File: src/rtl/crc_frame_feeder.sv
// rtl/crc_frame_feeder.sv - frame buffer that replays one host frame as a burst to the CRC-8 checker
//
// Ports:
//   clk, rst_n            clock, asynchronous active-low reset
//   in_valid/in_ready     host byte handshake; in_data byte, in_last ends the frame
//   out_valid/out_first/  burst to the CRC checker (no backpressure); frame bytes
//   out_last/out_data     followed by FLUSH_CYCLES zero bytes
//   crc_done/crc_pass     checker verdict, honoured only while waiting for it
//   busy                  frame in flight (SEND, FLUSH, WAIT_DONE)
//   err_oversize          one-cycle pulse when a frame longer than DEPTH is dropped
//   frame_count           frames completed (wrapping)
//   fail_count            frames completed with a failing CRC (wrapping)
module crc_frame_feeder #(
    parameter int DEPTH        = 16,
    parameter int FLUSH_CYCLES = 9
) (
    input  logic       clk,
    input  logic       rst_n,
    input  logic       in_valid,
    output logic       in_ready,
    input  logic [7:0] in_data,
    input  logic       in_last,
    output logic       out_valid,
    output logic       out_first,
    output logic       out_last,
    output logic [7:0] out_data,
    input  logic       crc_done,
    input  logic       crc_pass,
    output logic       busy,
    output logic       err_oversize,
    output logic [7:0] frame_count,
    output logic [7:0] fail_count
);

    localparam int AW = $clog2(DEPTH);
    localparam int LW = AW + 1;
    localparam int FW = (FLUSH_CYCLES > 1) ? $clog2(FLUSH_CYCLES) : 1;

    typedef enum logic [2:0] {
        S_FILL,
        S_DROP,
        S_SEND,
        S_FLUSH,
        S_WAIT
    } state_t;

    state_t state;
    state_t state_nxt;

    logic [7:0]    mem [DEPTH];
    logic [AW-1:0] wr_ptr;
    logic [AW-1:0] rd_ptr;
    logic [LW-1:0] len;
    logic [FW-1:0] flush_cnt;

    logic accept;
    logic full_hit;
    logic send_last;
    logic flush_end;

    logic       in_ready_d;
    logic       busy_d;
    logic       out_valid_d;
    logic       out_first_d;
    logic       out_last_d;
    logic [7:0] out_data_d;
    logic       err_d;

    assign accept    = in_valid && in_ready;
    // The byte being accepted now would be the DEPTH-th one.
    assign full_hit  = (len == LW'(DEPTH - 1));
    assign send_last = ({1'b0, rd_ptr} == (len - LW'(1)));
    assign flush_end = (flush_cnt == FW'(FLUSH_CYCLES - 1));

    // State register
    always_ff @(posedge clk or negedge rst_n) begin
        if (!rst_n) begin
            state <= S_FILL;
        end else begin
            state <= state_nxt;
        end
    end

    // Next-state logic
    always_comb begin
        state_nxt = state;
        case (state)
            S_FILL: begin
                if (accept) begin
                    if (in_last) begin
                        state_nxt = S_SEND;
                    end else if (full_hit) begin
                        state_nxt = S_DROP;
                    end
                end
            end
            S_DROP:  if (accept && in_last) state_nxt = S_FILL;
            S_SEND:  if (send_last) state_nxt = S_FLUSH;
            S_FLUSH: if (flush_end) state_nxt = S_WAIT;
            S_WAIT:  if (crc_done) state_nxt = S_FILL;
            default: state_nxt = S_FILL;
        endcase
    end

    // Output logic: values computed here are registered below, so the
    // handshake/status outputs are derived from the state being entered.
    always_comb begin
        in_ready_d  = (state_nxt == S_FILL) || (state_nxt == S_DROP);
        busy_d      = (state_nxt == S_SEND) || (state_nxt == S_FLUSH) || (state_nxt == S_WAIT);
        out_valid_d = (state == S_SEND) || (state == S_FLUSH);
        out_data_d  = (state == S_SEND) ? mem[rd_ptr] : 8'h00;
        out_first_d = (state == S_SEND) && (rd_ptr == '0);
        out_last_d  = (state == S_SEND) && send_last;
        err_d       = (state == S_FILL) && accept && !in_last && full_hit;
    end

    always_ff @(posedge clk or negedge rst_n) begin
        if (!rst_n) begin
            in_ready     <= 1'b0;
            busy         <= 1'b0;
            out_valid    <= 1'b0;
            out_first    <= 1'b0;
            out_last     <= 1'b0;
            out_data     <= 8'h00;
            err_oversize <= 1'b0;
        end else begin
            in_ready     <= in_ready_d;
            busy         <= busy_d;
            out_valid    <= out_valid_d;
            out_first    <= out_first_d;
            out_last     <= out_last_d;
            out_data     <= out_data_d;
            err_oversize <= err_d;
        end
    end

    // Frame buffer: contents need no reset, len bounds what is replayed.
    always_ff @(posedge clk) begin
        if ((state == S_FILL) && accept) begin
            mem[wr_ptr] <= in_data;
        end
    end

    // Pointers, flush counter and result tallies
    always_ff @(posedge clk or negedge rst_n) begin
        if (!rst_n) begin
            wr_ptr      <= '0;
            rd_ptr      <= '0;
            len         <= '0;
            flush_cnt   <= '0;
            frame_count <= 8'h00;
            fail_count  <= 8'h00;
        end else begin
            case (state)
                S_FILL: begin
                    if (accept) begin
                        if (!in_last && full_hit) begin
                            wr_ptr <= '0;
                            len    <= '0;
                        end else begin
                            wr_ptr <= wr_ptr + AW'(1);
                            len    <= len + LW'(1);
                        end
                        if (in_last) begin
                            rd_ptr <= '0;
                        end
                    end
                end
                S_DROP: begin
                    if (accept && in_last) begin
                        wr_ptr <= '0;
                        len    <= '0;
                    end
                end
                S_SEND: begin
                    rd_ptr <= rd_ptr + AW'(1);
                    if (send_last) begin
                        flush_cnt <= '0;
                    end
                end
                S_FLUSH: begin
                    flush_cnt <= flush_cnt + FW'(1);
                end
                S_WAIT: begin
                    if (crc_done) begin
                        frame_count <= frame_count + 8'd1;
                        if (!crc_pass) begin
                            fail_count <= fail_count + 8'd1;
                        end
                        wr_ptr <= '0;
                        len    <= '0;
                    end
                end
                default: ;
            endcase
        end
    end

endmodule

File: config.mk
export PLATFORM = sky130hd
export DESIGN_NAME = crc_frame_feeder
export DESIGN_NICKNAME = d
export VERILOG_FILES = /design/src/rtl/crc_frame_feeder.sv
export SDC_FILE = /design/constraint.sdc
export NUM_CORES = 1
export LEC_CHECK = 0
export ABC_CLOCK_PERIOD_IN_PS = 7200
export BUFFER_PORTS_ARGS = -buffer_cell sky130_fd_sc_hd__buf_4
export CAP_MARGIN = 40
export CORE_MARGIN = 2
export CORE_UTILIZATION = 60
export DETAILED_ROUTE_END_ITERATION = 16
export GPL_TIMING_DRIVEN = 1
export MAX_ROUTING_LAYER = met4
export PLACE_DENSITY = 0.91
export SYNTH_ARGS = -nofsm -noshare
export SYNTH_HDL_FRONTEND = slang
export SYNTH_SLANG_ARGS = --single-unit
File: constraint.sdc
create_clock -name clk -period 7.2 [get_ports clk]
set_input_delay 0.36 -clock clk [delete_from_list [all_inputs] [get_ports clk]]
set_output_delay 0.36 -clock clk [all_outputs]
set_load 0.005 [all_outputs]
==> Yosys cells after proc, flatten, opt, wreduce, memory -nomap -nowiden <==
Memories as Yosys holds them, arrays and structs flattened.
Cells that the tools add are included.
{ "totals": {"input_bits": 14, "out_inout_bits": 30, "ff_bits": 50, "ram_bits": 128, "mem_count": 1, "word_cells": 89} }
{ "op_classes": {"add_sub_neg": 7, "bitwise_logic": 1, "reduce_logical": 24, "eq_ne": 16, "n_mux": 26} }
{ "mem_list": {"columns": ["memory", "words", "width", "read_ports", "rd_ports_with_merged_regs", "write_ports", "line_no", "source"], "rows": [
  ["mem", 16, 8, 1, 0, 1, "50", "logic [7:0] mem [DEPTH];"]
]} }
{ "ops": {"columns": ["op", "count"], "rows": [
  ["4-bit two-way mux", 7],
  ["3-bit two-way mux", 7],
  ["5-bit two-way mux", 4],
  ["8-bit by 1-bit adder with 8-bit output (second input constant)", 2],
  ["4-bit case mux with 2 select lines", 2],
  ["3-bit case mux with 5 select lines", 1],
  ["5-bit case mux with 3 select lines", 1],
  ["4-bit by 1-bit adder with 4-bit output (second input constant)", 3],
  ["3-bit by 2-bit == test with 1-bit output (second input constant)", 4],
  ["4-bit case mux with 3 select lines", 1],
  ["2-bit != test (second input constant)", 5],
  ["1-bit logical AND", 8],
  ["8-bit two-way mux", 1],
  ["3-bit by 1-bit == test with 1-bit output (second input constant)", 2],
  ["3-bit == test (second input constant)", 2],
  ["3-bit zero test", 2],
  ["3-bit AND reduction", 2],
  ["5-bit by 1-bit adder with 5-bit output (second input constant)", 1],
  ["4-bit by 5-bit == test with 1-bit output", 1],
  ["5-bit by 4-bit == test with 1-bit output (second input constant)", 1],
  ["5-bit by 1-bit subtractor with 5-bit output (second input constant)", 1],
  ["4-bit == test (second input constant)", 1],
  ["4-bit zero test", 1],
  ["1-bit logical OR", 4],
  ["other kinds (7)", 10]
]} }

==> Longest topological paths before layout <==
Gate-level depths: netlist of run 1.
{ "depth": {"depth_word": 8, "depth_mapped": 6, "depth_no_buf": 6} }

==> Worst setup path after synthesis of run 1 <==
Ideal clock, no wire load.
{ "synth_timing": {"path_kind": "register to register", "from": "reg state[2]", "to": "mem mem[3][0] (enable)", "setup_time_ns": 0.395, "n_path_buf": 1, "synth_period_minus_slack_ns": 2.365, "path_stages_with_launch": 4, "required_ns": 6.805, "setup_slack_ns": 4.835, "arrival_ns": 1.970, "cell_sequence": "dfrtp_1 > buf_2 > or4_4 > nor4_1"} }
{ "synth_between": {"elab_chain_cells": 4} }
{ "synth_lines": {"columns": ["element", "line_no", "source"], "rows": [
  ["start: declaration", "47", "state_t state;"],
  ["start signal: assignment", "80", "state <= state_nxt;"],
  ["3-bit zero test", "139", "if ((state == S_FILL) && accept) begin"],
  ["1-bit logical AND", "139", null],
  ["1-bit two-way mux", "139", null],
  ["1-bit two-way mux (implied by the code)", "140", "mem[wr_ptr] <= in_data;"],
  ["end: declaration", "50", null]
]} }
Every way passes these cells.

==> Final worst setup path of run 1 <==
{ "layout_timing": {"from": "reg state[1]", "to": "mem mem[5][3] (enable)"} }
The elaborated chain is that of the path after synthesis.

==> load_flow_metrics.sql, run 1 <==
INSERT INTO impl_metrics (metric_group, metric, value, unit) VALUES
('global_route', 'overflow', '0', ''),
('worst_setup_path', 'worst_setup_path_startpoint', 'state[1]', ''),
('route', 'avgViaCountPerCell', '6.26', ''),
('clock_network', 'clkSlewWorstSetupHoldPaths', '0.07', 'ns'),
('floorplan', 'i_o_pins', '44', ''),
('synth', 'synthTopCellsByArea', 'sky130_fd_sc_hd__edfxtp_1, sky130_fd_sc_hd__dfrtp_1, sky130_fd_sc_hd__mux4_2', ''),
('layout', 'flow.area_growth_from_synthesis', '13.7', '%'),
('timing', 'setup_violations', '0', ''),
('layout', 'layout-drive-gt1-share', '0.239', ''),
('clock_network', 'postCtsSetupRepairBufs', '0', ''),
('place', 'hpwlAfterDp', '9120', 'µm'),
('floorplan', 'fp.coreArea', '12000', 'µm²'),
('timing', 'timing_max_transition_violations_final', '0', ''),
('synth', 'yosys_most_used_dff', 'sky130_fd_sc_hd__edfxtp_1', ''),
('timing', 'tightestPinTransition', '0.895', 'ns'),
('worst_hold_path', 'min_to', 'mem[14][4]', ''),
('global_route', 'grt_first_pass_wirelength', '22700', 'µm'),
('place', 'pre_cts_slack', '4.87', 'ns'),
('route', 'wl_per_cell', '22.3', 'µm'),
('pwr', 'worst_ir_drop_vdd', '0.224', 'mV'),
('global_route', 'grt_use_total', '0.245', ''),
('floorplan', 'floorplan.initialDensity', '0.612', ''),
('clock_network', 'post_cts_resized', '0', ''),
('synth', 'synth-xor-area-share', '0.0287', ''),
('route', 'remaining_drc_errors', '0', ''),
('place', 'port_buffers', '43', ''),
('synth', 'netlist.top_cell.by_area', 'sky130_fd_sc_hd__edfxtp_1', ''),
('timing', 'hold_violations', '0', ''),
('synth', 'seq_area_frac_synth', '0.696', ''),
('clock_network', 'htree_levels', '4', ''),
('synth', 'postSynth.asyncResetShare', '0.281', ''),
('worst_setup_path', 'end_kind', 'flip-flop', ''),
('clock_network', 'clock-root-buffer', 'sky130_fd_sc_hd__clkbuf_16', ''),
('flow_run', 'maxCapViolations', '0', ''),
('worst_setup_path', 'worstReg2RegStart', 'state[1]', ''),
('synth', 'synth_common_cells', 'sky130_fd_sc_hd__edfxtp_1, sky130_fd_sc_hd__dfrtp_1, sky130_fd_sc_hd__mux4_2', ''),
('route', 'drt-initial-drc-count', '430', ''),
('route', 'routed_wl', '14300', 'µm'),
('synth', 'yosys.cell_count.top_type', 'sky130_fd_sc_hd__edfxtp_1', ''),
('synth', 'synth_top_cell_area_share', '0.525', ''),
('timing', 'setup_total_negative_slack', '0', 'ns'),
('synth', 'avgSynthCellArea', '16.9', 'µm²'),
('global_route', 'antenna_found_initial', '0', ''),
('synth', 'yosys.area_share.simple', '0.0846', ''),
('synth', 'postSynthNetCount', '458', ''),
('synth', 'synthesized_area_fraction_occupied_by_ao_oa_aoi_and_oai_cells', '0.0287', ''),
('place', 'gp_congestion', '0.844', ''),
('worst_setup_path', 'data_required_time_at_the_worst_endpoint', '7.28', 'ns'),
('route', 'total_via_count_in_the_routed_design', '4014', ''),
('clock_network', 'cts_tree', 'done', ''),
('worst_setup_path', 'worstRegToRegCells', '3', ''),
('global_route', 'vias_in_the_first_global_route', '4138', ''),
('timing', 'final.setup.worst_slack', '4.85', 'ns'),
('worst_setup_path', 'cp.arrival', '2.43', 'ns'),
('worst_hold_path', 'holdPathStages', '1', ''),
('synth', 'synth_fa_ha_area_frac', '0.0205', ''),
('place', 'placed_cells', '608', ''),
('worst_hold_path', 'hp-class', 'input pin to flip-flop', ''),
('timing', 'slew-limit-headroom', '0.401', ''),
('worst_setup_path', 'timing.rr.end', 'mem[5][3]', ''),
('timing', 'layout_worst_path_cycle_share', '0.326', ''),
('clock_network', 'clock_sink_count', '178', ''),
('layout', 'n_antenna_cell', '0', ''),
('worst_setup_path', 'start_kind', 'flip-flop', ''),
('layout', 'layoutNonFillerInstCount', '641', ''),
('worst_setup_path', 'worstPathMaxFanout', '18', ''),
('clock_network', 'cts_max_path_buffers', '2', ''),
('worst_setup_path', 'path_class', 'flip-flop to flip-flop', ''),
('outcome', 'status', 'completed', ''),
('clock_network', 'tritoncts.num_buffers', '17', ''),
('synth', 'syn_inst', '432', '');
[state kept, by name, summed over array words and instances (netlist names)]
register	cells
mem	128
fail_count	8
frame_count	8
out_data	8
len	5
flush_cnt	4
rd_ptr	4
wr_ptr	4
state	3
busy	1
err_oversize	1
in_ready	1
out_first	1
out_last	1
out_valid	1
[logic make-up (layout without fill, tap and decap cells)]
family / Yosys count / count (layout)
XOR/XNOR: 24 / 24
adder cells (fa/ha/maj): 12 / 12
flip-flops: 178 / 178
multiplexers: 51 / 51
AND/OR/NAND/NOR: 105 / 105
buffers and inverters: 29 / 91
AO/OA/AOI/OAI: 33 / 33
[how the worst max path moves through the flow]
| stage | depth (start not counted) | endpoint |
|---|---|---|
| 4_1_cts | 3 | mem[5][3] |
| 5_1_grt | 3 | mem[5][3] |
| 2_1_floorplan | 3 | mem[3][0] |
| 3_5_place_dp | 3 | mem[5][2] |
| 3_3_place_gp | 3 | mem[5][5] |
| 6_report | 3 | mem[5][3] |
[placed cells by master (no fill, tap or decap), drive strengths merged, types with 12 or more instances in the layout]
| master | n |
|---|---|
| buf | 48 |
| xnor2 | 15 |
| and2 | 12 |
| dfrtp | 50 |
| edfxtp | 128 |
| o21ai | 13 |
| clkbuf | 19 |
| nand3 | 23 |
| ha | 12 |
| nand2 | 23 |
| mux4 | 32 |
| inv | 16 |
| mux2i | 18 |
[layout make-up]
cell class | count | area (µm²)
Multi-Input combinational cell | 225 | 2100
Clock inverter | 13 | 100
Tap cell | 147 | 184
Sequential cell | 178 | 5100
Fill cell | 700 | 3640
Timing Repair Buffer | 49 | 370
Clock buffer | 19 | 433
Inverter | 10 | 37.5
[power breakdown]
part | total (mW) | switching (mW) | internal [mW] | leakage (nW)
combinational | 0.785 | 0.423 | 0.362 | 1.01
clock | 0.836 | 0.389 | 0.447 | 0.261
sequential | 1.26 | 0.0784 | 1.18 | 1.78
[worst max-delay path, stage by stage (launching register included)]
cell	delay [ns]
sky130_fd_sc_hd__dfrtp_1	0.57
sky130_fd_sc_hd__or4_4	0.62
sky130_fd_sc_hd__nor3b_1	0.37
sky130_fd_sc_hd__and2_1	0.43
[routing by layer]
| layer | wire length (µm) | track usage |
|---|---|---|
| met1 | 5790 | 0.318 |
| met3 | 932 | 0.0551 |
| met2 | 7300 | 0.377 |
| met5 | 0 | - |
| met4 | 299 | 0.111 |
[per-stage QoR]
step / power, mW / utilization / instance area (µm²) / hold WS (ns)
2_1_floorplan: 1.82 / - / 7320 / 0.0644
3_3_place_gp: 2.00 / 0.650 / 7780 / 0.415
3_5_place_dp: 2.04 / 0.650 / 7780 / 0.423
4_1_cts: 2.89 / 0.696 / 8320 / 0.233
5_1_grt: 3.00 / 0.696 / 8320 / 0.254
6_report: 2.88 / 0.696 / 8320 / 0.249
No activity file was read; power rests on OpenSTA's default activity.
==> run 2, diff against run 1 <==
ABC_AREA = 1   (was unset)
ABC_CLOCK_PERIOD_IN_PS = 2200   (was 7200)
clock period = 2.2 ns   (was 7.2 ns; I/O delays follow)
==> run 2 against run 1 <==
- die area is 6.9% higher
- sequential share of layout area fell by 5.0 points
- synthesized cell count is 83% higher
- final cell count up 61%
- critical endpoint is now mem[14][5]
- largest cell class unchanged
==> load_flow_metrics.sql, run 2 <==
INSERT INTO impl_metrics (metric_group, metric, value, unit) VALUES
('outcome', 'status', 'completed', ''),
('timing', 'setup_repair_after_global_routing_missed_its_margin', 'false', ''),
('synth', 'yosys.cell_count.top_type', 'sky130_fd_sc_hd__nand2_1', ''),
('synth', 'synth-xor-area-share', '0.0212', ''),
('layout', 'largest-register', 'mem', ''),
('place', 'gp_congestion', '0.935', ''),
('place', 'postPlaceCellArea', '8450', 'µm²'),
('timing', 'achievable-frequency', '490', 'MHz'),
('floorplan', 'i_o_pins', '44', ''),
('layout', 'layout.cells.most_common_list', 'sky130_fd_sc_hd__nand2_1, sky130_fd_sc_hd__edfxtp_1, sky130_fd_sc_hd__nand3_1', ''),
('pwr', 'power', '10.8', 'mW'),
('pwr', 'cellLeakagePower', '4.12', 'nW'),
('route', 'wl_per_cell', '18.8', 'µm'),
('worst_setup_path', 'worstPathMaxFanout', '7', ''),
('worst_setup_path', 'cp.arrival', '2.19', 'ns'),
('place', 'port_buffers', '43', ''),
('clock_network', 'postCtsSetupRepairBufs', '0', ''),
('floorplan', 'dieArea', '14000', 'µm²'),
('worst_setup_path', 'path_class', 'flip-flop to flip-flop', ''),
('clock_network', 'cts_tree', 'done', ''),
('synth', 'yosys_warnings', '0', ''),
('synth', 'synth_cell_types', '25', ''),
('timing', 'hold_violations', '0', ''),
('route', 'ant_nets', '0', ''),
('worst_setup_path', 'end_kind', 'flip-flop', ''),
('floorplan', 'floorplan.initialDensity', '0.619', ''),
('worst_hold_path', 'hp-class', 'input pin to flip-flop', ''),
('global_route', 'vias_in_the_first_global_route', '5773', ''),
('floorplan', 'die_w', '118', 'µm'),
('route', 'remaining_drc_errors', '0', ''),
('synth', 'syn_inst', '789', ''),
('synth', 'synthTopCellsByArea', 'sky130_fd_sc_hd__edfxtp_1, sky130_fd_sc_hd__dfrtp_1, sky130_fd_sc_hd__nand2_1', ''),
('layout', 'n_antenna_cell', '0', ''),
('layout', 'layout_commonest_cell', 'sky130_fd_sc_hd__nand2_1', ''),
('timing', 'period_minus_slack', '2.04', 'ns'),
('route', 'total_via_count_in_the_routed_design', '5932', ''),
('floorplan', 'rows', '41', ''),
('clock_network', 'insertion_delay', '0.44', 'ns'),
('layout', 'layout.area.seq', '5100', 'µm²'),
('clock_network', 'clkSlewWorstSetupHoldPaths', '0.07', 'ns'),
('layout', 'fillers', '827', ''),
('clock_network', 'cts_max_path_buffers', '2', ''),
('pwr', 'worst_ir_drop_vdd', '0.768', 'mV'),
('route', 'drt-initial-drc-count', '1008', ''),
('floorplan', 'fp.coreArea', '12700', 'µm²'),
('timing', 'layout_worst_path_cycle_share', '0.927', ''),
('route', 'routed_wl', '19400', 'µm'),
('global_route', 'grt_first_pass_wirelength', '30200', 'µm'),
('clock_network', 'htree_levels', '4', ''),
('global_route', 'overflow', '0', ''),
('global_route', 'grt_use_total', '0.297', ''),
('layout', 'flow.area_growth_from_synthesis', '15.6', '%'),
('flow_run', 'maxCapViolations', '0', ''),
('synth', 'ys_seq_elements', '178', ''),
('layout', 'layout-drive-gt1-share', '0.124', ''),
('global_route', 'antenna_found_initial', '0', ''),
('synth', 'yosys_most_used_dff', 'sky130_fd_sc_hd__edfxtp_1', ''),
('global_route', 'grt_start_max_net_pins', '51', ''),
('synth', 'synth_edf_count', '128', ''),
('timing', 'setup_total_negative_slack', '0', 'ns'),
('layout', 'finish.net_count', '875', ''),
('synth', 'mappedNetlistArea', '7850', 'µm²'),
('layout', 'multiInputGateArea', '2230', 'µm²'),
('synth', 'synth.area.mux_share', '0', ''),
('route', 'avgViaCountPerCell', '5.74', ''),
('route', 'drt_pass1_iterations', '9', ''),
('place', 'hpwlAfterDp', '11700', 'µm'),
('synth', 'synthesized_area_fraction_occupied_by_ao_oa_aoi_and_oai_cells', '0.0242', ''),
('clock_network', 'clock-root-buffer', 'sky130_fd_sc_hd__clkbuf_16', ''),
('synth', 'synth_fa_ha_area_frac', '0.0191', ''),
('clock_network', 'tritoncts.num_buffers', '17', ''),
('synth', 'netlist.top_cell.by_area', 'sky130_fd_sc_hd__edfxtp_1', ''),
('synth', 'synth_top_cell_area_share', '0.490', ''),
('timing', 'setup_violations', '0', ''),
('worst_setup_path', 'start_kind', 'flip-flop', ''),
('pwr', 'power_per_cell_area', '1190', 'nW/µm²'),
('synth', 'synth_common_cells', 'sky130_fd_sc_hd__nand2_1, sky130_fd_sc_hd__edfxtp_1, sky130_fd_sc_hd__nand3_1', ''),
('floorplan', 'dieHeight', '118', 'µm'),
('synth', 'postSynthNetCount', '815', ''),
('timing', 'slew-limit-headroom', '0.532', ''),
('synth', 'combinational_family_with_the_most_area_after_synthesis', 'simple AND/OR/NAND/NOR gates', ''),
('timing', 'tightestPinTransition', '0.701', 'ns'),
('worst_setup_path', 'data_required_time_at_the_worst_endpoint', '2.35', 'ns'),
('synth', 'postSynth.asyncResetShare', '0.281', ''),
('timing', 'timing_max_transition_violations_final', '0', ''),
('synth', 'yosys.area_share.simple', '0.219', ''),
('layout', 'largest_reg_flops', '128', ''),
('clock_network', 'clock_sink_count', '178', ''),
('synth', 'seq_area_frac_synth', '0.649', ''),
('synth', 'avgSynthCellArea', '9.94', 'µm²'),
('layout', 'design_area', '9070', 'µm²'),
('timing', 'timing.clock.skew', '0.0111', 'ns');
run 2: cell types whose count changed in the layout (fill, tap and decap cells not counted), sizes merged, moves of 8 or more:
cell	delta
nor2	+46
and2	-12
o21ai	+13
nand2	+217
mux2i	-18
buf	+20
a21oi	+11
o22ai	-8
inv	+90
mux4	-32
nand3	+80
run 2: where the power goes:
part,total (mW),internal (mW),switching [mW]
logic,3.51,1.10,2.40
registers,4.16,3.92,0.244
clock network,3.10,1.80,1.30
total,10.8,6.82,3.95
run 2: cell type report:
type | count | share of cell area
clock buffer | 17 | 0.0469
sequential | 178 | 0.562
multi-input combinational | 479 | 0.245
clock inverter | 15 | 0.0200
inverter | 104 | 0.0431
tap | 172 | 0.0237
timing repair buffer | 69 | 0.0588
run 2: worst max-delay path, stage by stage (launching register included):
cell                      delay (ns)
sky130_fd_sc_hd__dfrtp_1        0.44
sky130_fd_sc_hd__nor3_2         0.34
sky130_fd_sc_hd__nand2_1        0.17
sky130_fd_sc_hd__inv_1          0.17
sky130_fd_sc_hd__nand2_1        0.22
sky130_fd_sc_hd__nor2_1         0.21
sky130_fd_sc_hd__buf_4          0.19
run 2: layer usage:
metal	up-vias	wire, µm	global-route usage
met5	-	0	-
met4	0	748	0.122
met3	84	2130	0.0608
met2	429	9540	0.475
met1	2740	6990	0.372
li1	2679	-	-
run 2: timing repair:
| item | 4_1_cts | 5_1_grt |
|---|---|---|
| hold buffers | 1 | 0 |
| resized for setup | 0 | 1 |
| endpoints found under the hold margin | 50 | 0 |
| endpoints found under the setup margin | 0 | 18 |
run 2: cells by family (layout without fill, tap and decap cells):
kind of cell / count (synthesis) / after routing
AOI/OAI and AO/OA: 38 / 38
xor gates and xnor gates: 19 / 19
adders and majority gates: 12 / 12
buffers and inverters: 132 / 205
DFF: 178 / 178
and+or+nand+nor: 410 / 410
run 2: per-stage QoR:
stage	util	std cells	setup slack, ns	hold WS, ns
6_report	0.716	1034	0.160	0.0496
5_1_grt	0.716	1034	0.104	0.0494
4_1_cts	0.715	1034	0.0724	0.0493
3_5_place_dp	0.667	1001	0.248	0.173
3_3_place_gp	0.667	1001	0.358	0.166
2_1_floorplan	-	789	0.461	-0.186
run 2: worst paths after layout:
check	from	endpoint	slack (ns)	depth (start not counted)
worst max-delay path	state[2]	mem[14][5]	0.16	6
worst min-delay path	in_data[1]	mem[8][1]	0.05	1
worst max register to register	state[2]	mem[14][5]	0.16	6
worst min register to register	frame_count[6]	frame_count[6]	0.51	1
max in group asynchronous	rst_n	rd_ptr[0]	1.50	2
min in group asynchronous	rst_n	fail_count[1]	0.23	2
==> run 3, diff against run 2 <==
RECOVER_POWER = 100   (was unset)
==> run 3 against run 2 <==
- register-to-register slack hardly changed
- clock skew is 0.00074 ns higher
- count of clock-buffer cells in the layout stayed put
- final cell count stayed put
- non-clock buffer count stayed put
- worst setup slack better by 0.0047 ns
- flip-flop and latch count stayed put
- critical endpoint unchanged
- largest cell class unchanged
- highest routed layer unchanged
==> load_flow_metrics.sql, run 3 (synthesis results as in run 2) <==
INSERT INTO impl_metrics (metric_group, metric, value, unit) VALUES
('outcome', 'status', 'completed', ''),
('layout', 'n_antenna_cell', '0', ''),
('worst_setup_path', 'cp.arrival', '2.17', 'ns'),
('clock_network', 'cts_tree', 'done', ''),
('timing', 'tightestPinTransition', '1.24', 'ns'),
('worst_setup_path', 'end_kind', 'flip-flop', ''),
('global_route', 'grt.met3_usage', '0.0608', ''),
('clock_network', 'insertion_delay', '0.44', 'ns'),
('timing', 'layout_worst_path_cycle_share', '0.925', ''),
('worst_setup_path', 'path_class', 'flip-flop to flip-flop', ''),
('global_route', 'grt-busiest-layer', 'met2', ''),
('worst_setup_path', 'data_required_time_at_the_worst_endpoint', '2.33', 'ns'),
('timing', 'timing.clock.skew', '0.0118', 'ns'),
('route', 'drt-initial-drc-count', '980', ''),
('timing', 'hold_violations', '0', ''),
('layout', 'flow.area_growth_from_synthesis', '14.3', '%'),
('worst_hold_path', 'hp-class', 'input pin to flip-flop', ''),
('route', 'remaining_drc_errors', '0', ''),
('layout', 'design_area', '8970', 'µm²'),
('pwr', 'worst_ir_drop_vdd', '0.768', 'mV'),
('clock_network', 'htree_levels', '4', ''),
('layout', 'layout-drive-gt1-share', '0.108', ''),
('global_route', 'grt_start_max_net_pins', '51', ''),
('global_route', 'global_route.usage.met2', '0.475', ''),
('clock_network', 'tritoncts.num_buffers', '17', ''),
('route', 'total_via_count_in_the_routed_design', '5886', ''),
('floorplan', 'die_w', '118', 'µm'),
('place', 'gp_congestion', '0.935', ''),
('layout', 'finish.net_count', '875', ''),
('timing', 'setup_repair_after_global_routing_missed_its_margin', 'false', ''),
('route', 'drt_pass1_iterations', '5', ''),
('worst_setup_path', 'start_kind', 'flip-flop', ''),
('timing', 'timing_max_transition_violations_final', '0', ''),
('clock_network', 'clock-root-buffer', 'sky130_fd_sc_hd__clkbuf_16', ''),
('pwr', 'cellLeakagePower', '4.05', 'nW'),
('floorplan', 'rows', '41', ''),
('place', 'hpwlAfterDp', '11700', 'µm'),
('route', 'routed_wl', '19300', 'µm'),
('layout', 'fillers', '859', ''),
('pwr', 'power_per_cell_area', '1190', 'nW/µm²'),
('global_route', 'grt_use_total', '0.297', ''),
('clock_network', 'clock_sink_count', '178', ''),
('layout', 'layout.cells.most_common_list', 'sky130_fd_sc_hd__nand2_1, sky130_fd_sc_hd__edfxtp_1, sky130_fd_sc_hd__nand3_1', ''),
('timing', 'fin_hold_ws', '0.121', 'ns'),
('clock_network', 'clkSlewWorstSetupHoldPaths', '0.06', 'ns'),
('floorplan', 'dieHeight', '118', 'µm'),
('layout', 'largest_reg_flops', '128', ''),
('route', 'ant_nets', '0', ''),
('layout', 'largest-register', 'mem', ''),
('place', 'postPlaceCellArea', '8450', 'µm²'),
('floorplan', 'dieArea', '14000', 'µm²'),
('global_route', 'overflow', '0', ''),
('layout', 'final_core_util', '0.708', ''),
('clock_network', 'cts_max_path_buffers', '2', ''),
('place', 'port_buffers', '43', ''),
('layout', 'layout_commonest_cell', 'sky130_fd_sc_hd__nand2_1', ''),
('timing', 'slew-limit-headroom', '0.176', ''),
('global_route', 'global_route_met1_usage', '0.372', ''),
('worst_setup_path', 'worstPathMaxFanout', '7', ''),
('floorplan', 'i_o_pins', '44', ''),
('global_route', 'antenna_found_initial', '0', ''),
('route', 'avgViaCountPerCell', '5.69', ''),
('timing', 'period_minus_slack', '2.03', 'ns'),
('route', 'wl_per_cell', '18.7', 'µm'),
('global_route', 'grt_first_pass_wirelength', '30200', 'µm'),
('flow_run', 'maxCapViolations', '0', ''),
('timing', 'setup_total_negative_slack', '0', 'ns'),
('global_route', 'vias_in_the_first_global_route', '5773', ''),
('clock_network', 'postCtsSetupRepairBufs', '0', ''),
('floorplan', 'floorplan.initialDensity', '0.619', ''),
('timing', 'setup_violations', '0', ''),
('floorplan', 'fp.coreArea', '12700', 'µm²'),
('timing', 'achievable-frequency', '491', 'MHz');
[run 3: critical path, cell delays in order (launching register included)]
cell                       delay [ns]
sky130_fd_sc_hd__dfrtp_1         0.43
sky130_fd_sc_hd__nor3_2          0.33
sky130_fd_sc_hd__nand2_1         0.16
sky130_fd_sc_hd__inv_1           0.17
sky130_fd_sc_hd__nand2_1         0.20
sky130_fd_sc_hd__nor2_1          0.20
sky130_fd_sc_hd__clkbuf_2        0.23
[run 3: final timing paths]
check | end | startpoint | depth (start not counted) | slack [ns]
setup / recovery | mem[14][5] | state[2] | 6 | 0.17
hold / removal | state[0] | in_last | 4 | 0.12
setup reg to reg | mem[14][5] | state[2] | 6 | 0.17
hold reg to reg | frame_count[6] | frame_count[6] | 1 | 0.50
max in group asynchronous | rd_ptr[0] | rst_n | 2 | 0.90
min in group asynchronous | fail_count[1] | rst_n | 2 | 0.47
[run 3: per-layer routing]
layer | wire, µm | vias to the layer above
li1 | - | 2689
met3 | 2100 | 68
met1 | 7030 | 2734
met5 | 0 | -
met4 | 650 | 0
met2 | 9540 | 395
[run 3: per-stage QoR]
stage | worst slack [ns] | instances | power (mW)
2_1_floorplan | 0.461 | 789 | 6.47
3_3_place_gp | 0.358 | 1001 | 7.33
3_5_place_dp | 0.248 | 1001 | 7.49
4_1_cts | 0.0724 | 1034 | 10.6
5_1_grt | 0.0951 | 1034 | 11.2
6_report | 0.165 | 1034 | 10.7
[run 3: final cells by class]
| type | instances | area [µm²] | area share |
|---|---|---|---|
| clock buffer | 17 | 425 | 0.0474 |
| clock inverter | 15 | 181 | 0.0202 |
| inverter | 104 | 390 | 0.0435 |
| multi-input combinational | 479 | 2210 | 0.246 |
| sequential | 178 | 5100 | 0.568 |
| tap | 172 | 215 | 0.0240 |
| timing repair buffer | 69 | 449 | 0.0501 |
[run 3: timing repair]
| action | in CTS | in global routing |
|---|---|---|
| hold buffers | 1 | 0 |
| hold endpoints to repair | 50 | 0 |
| resized for setup | 0 | 1 |
| endpoints found under the setup margin | 0 | 18 |
[run 3: power breakdown]
part           switching [mW]  internal, mW
clock                    1.30          1.80
sequential              0.241          3.92
combinational            2.38          1.05
total                    3.92          6.77
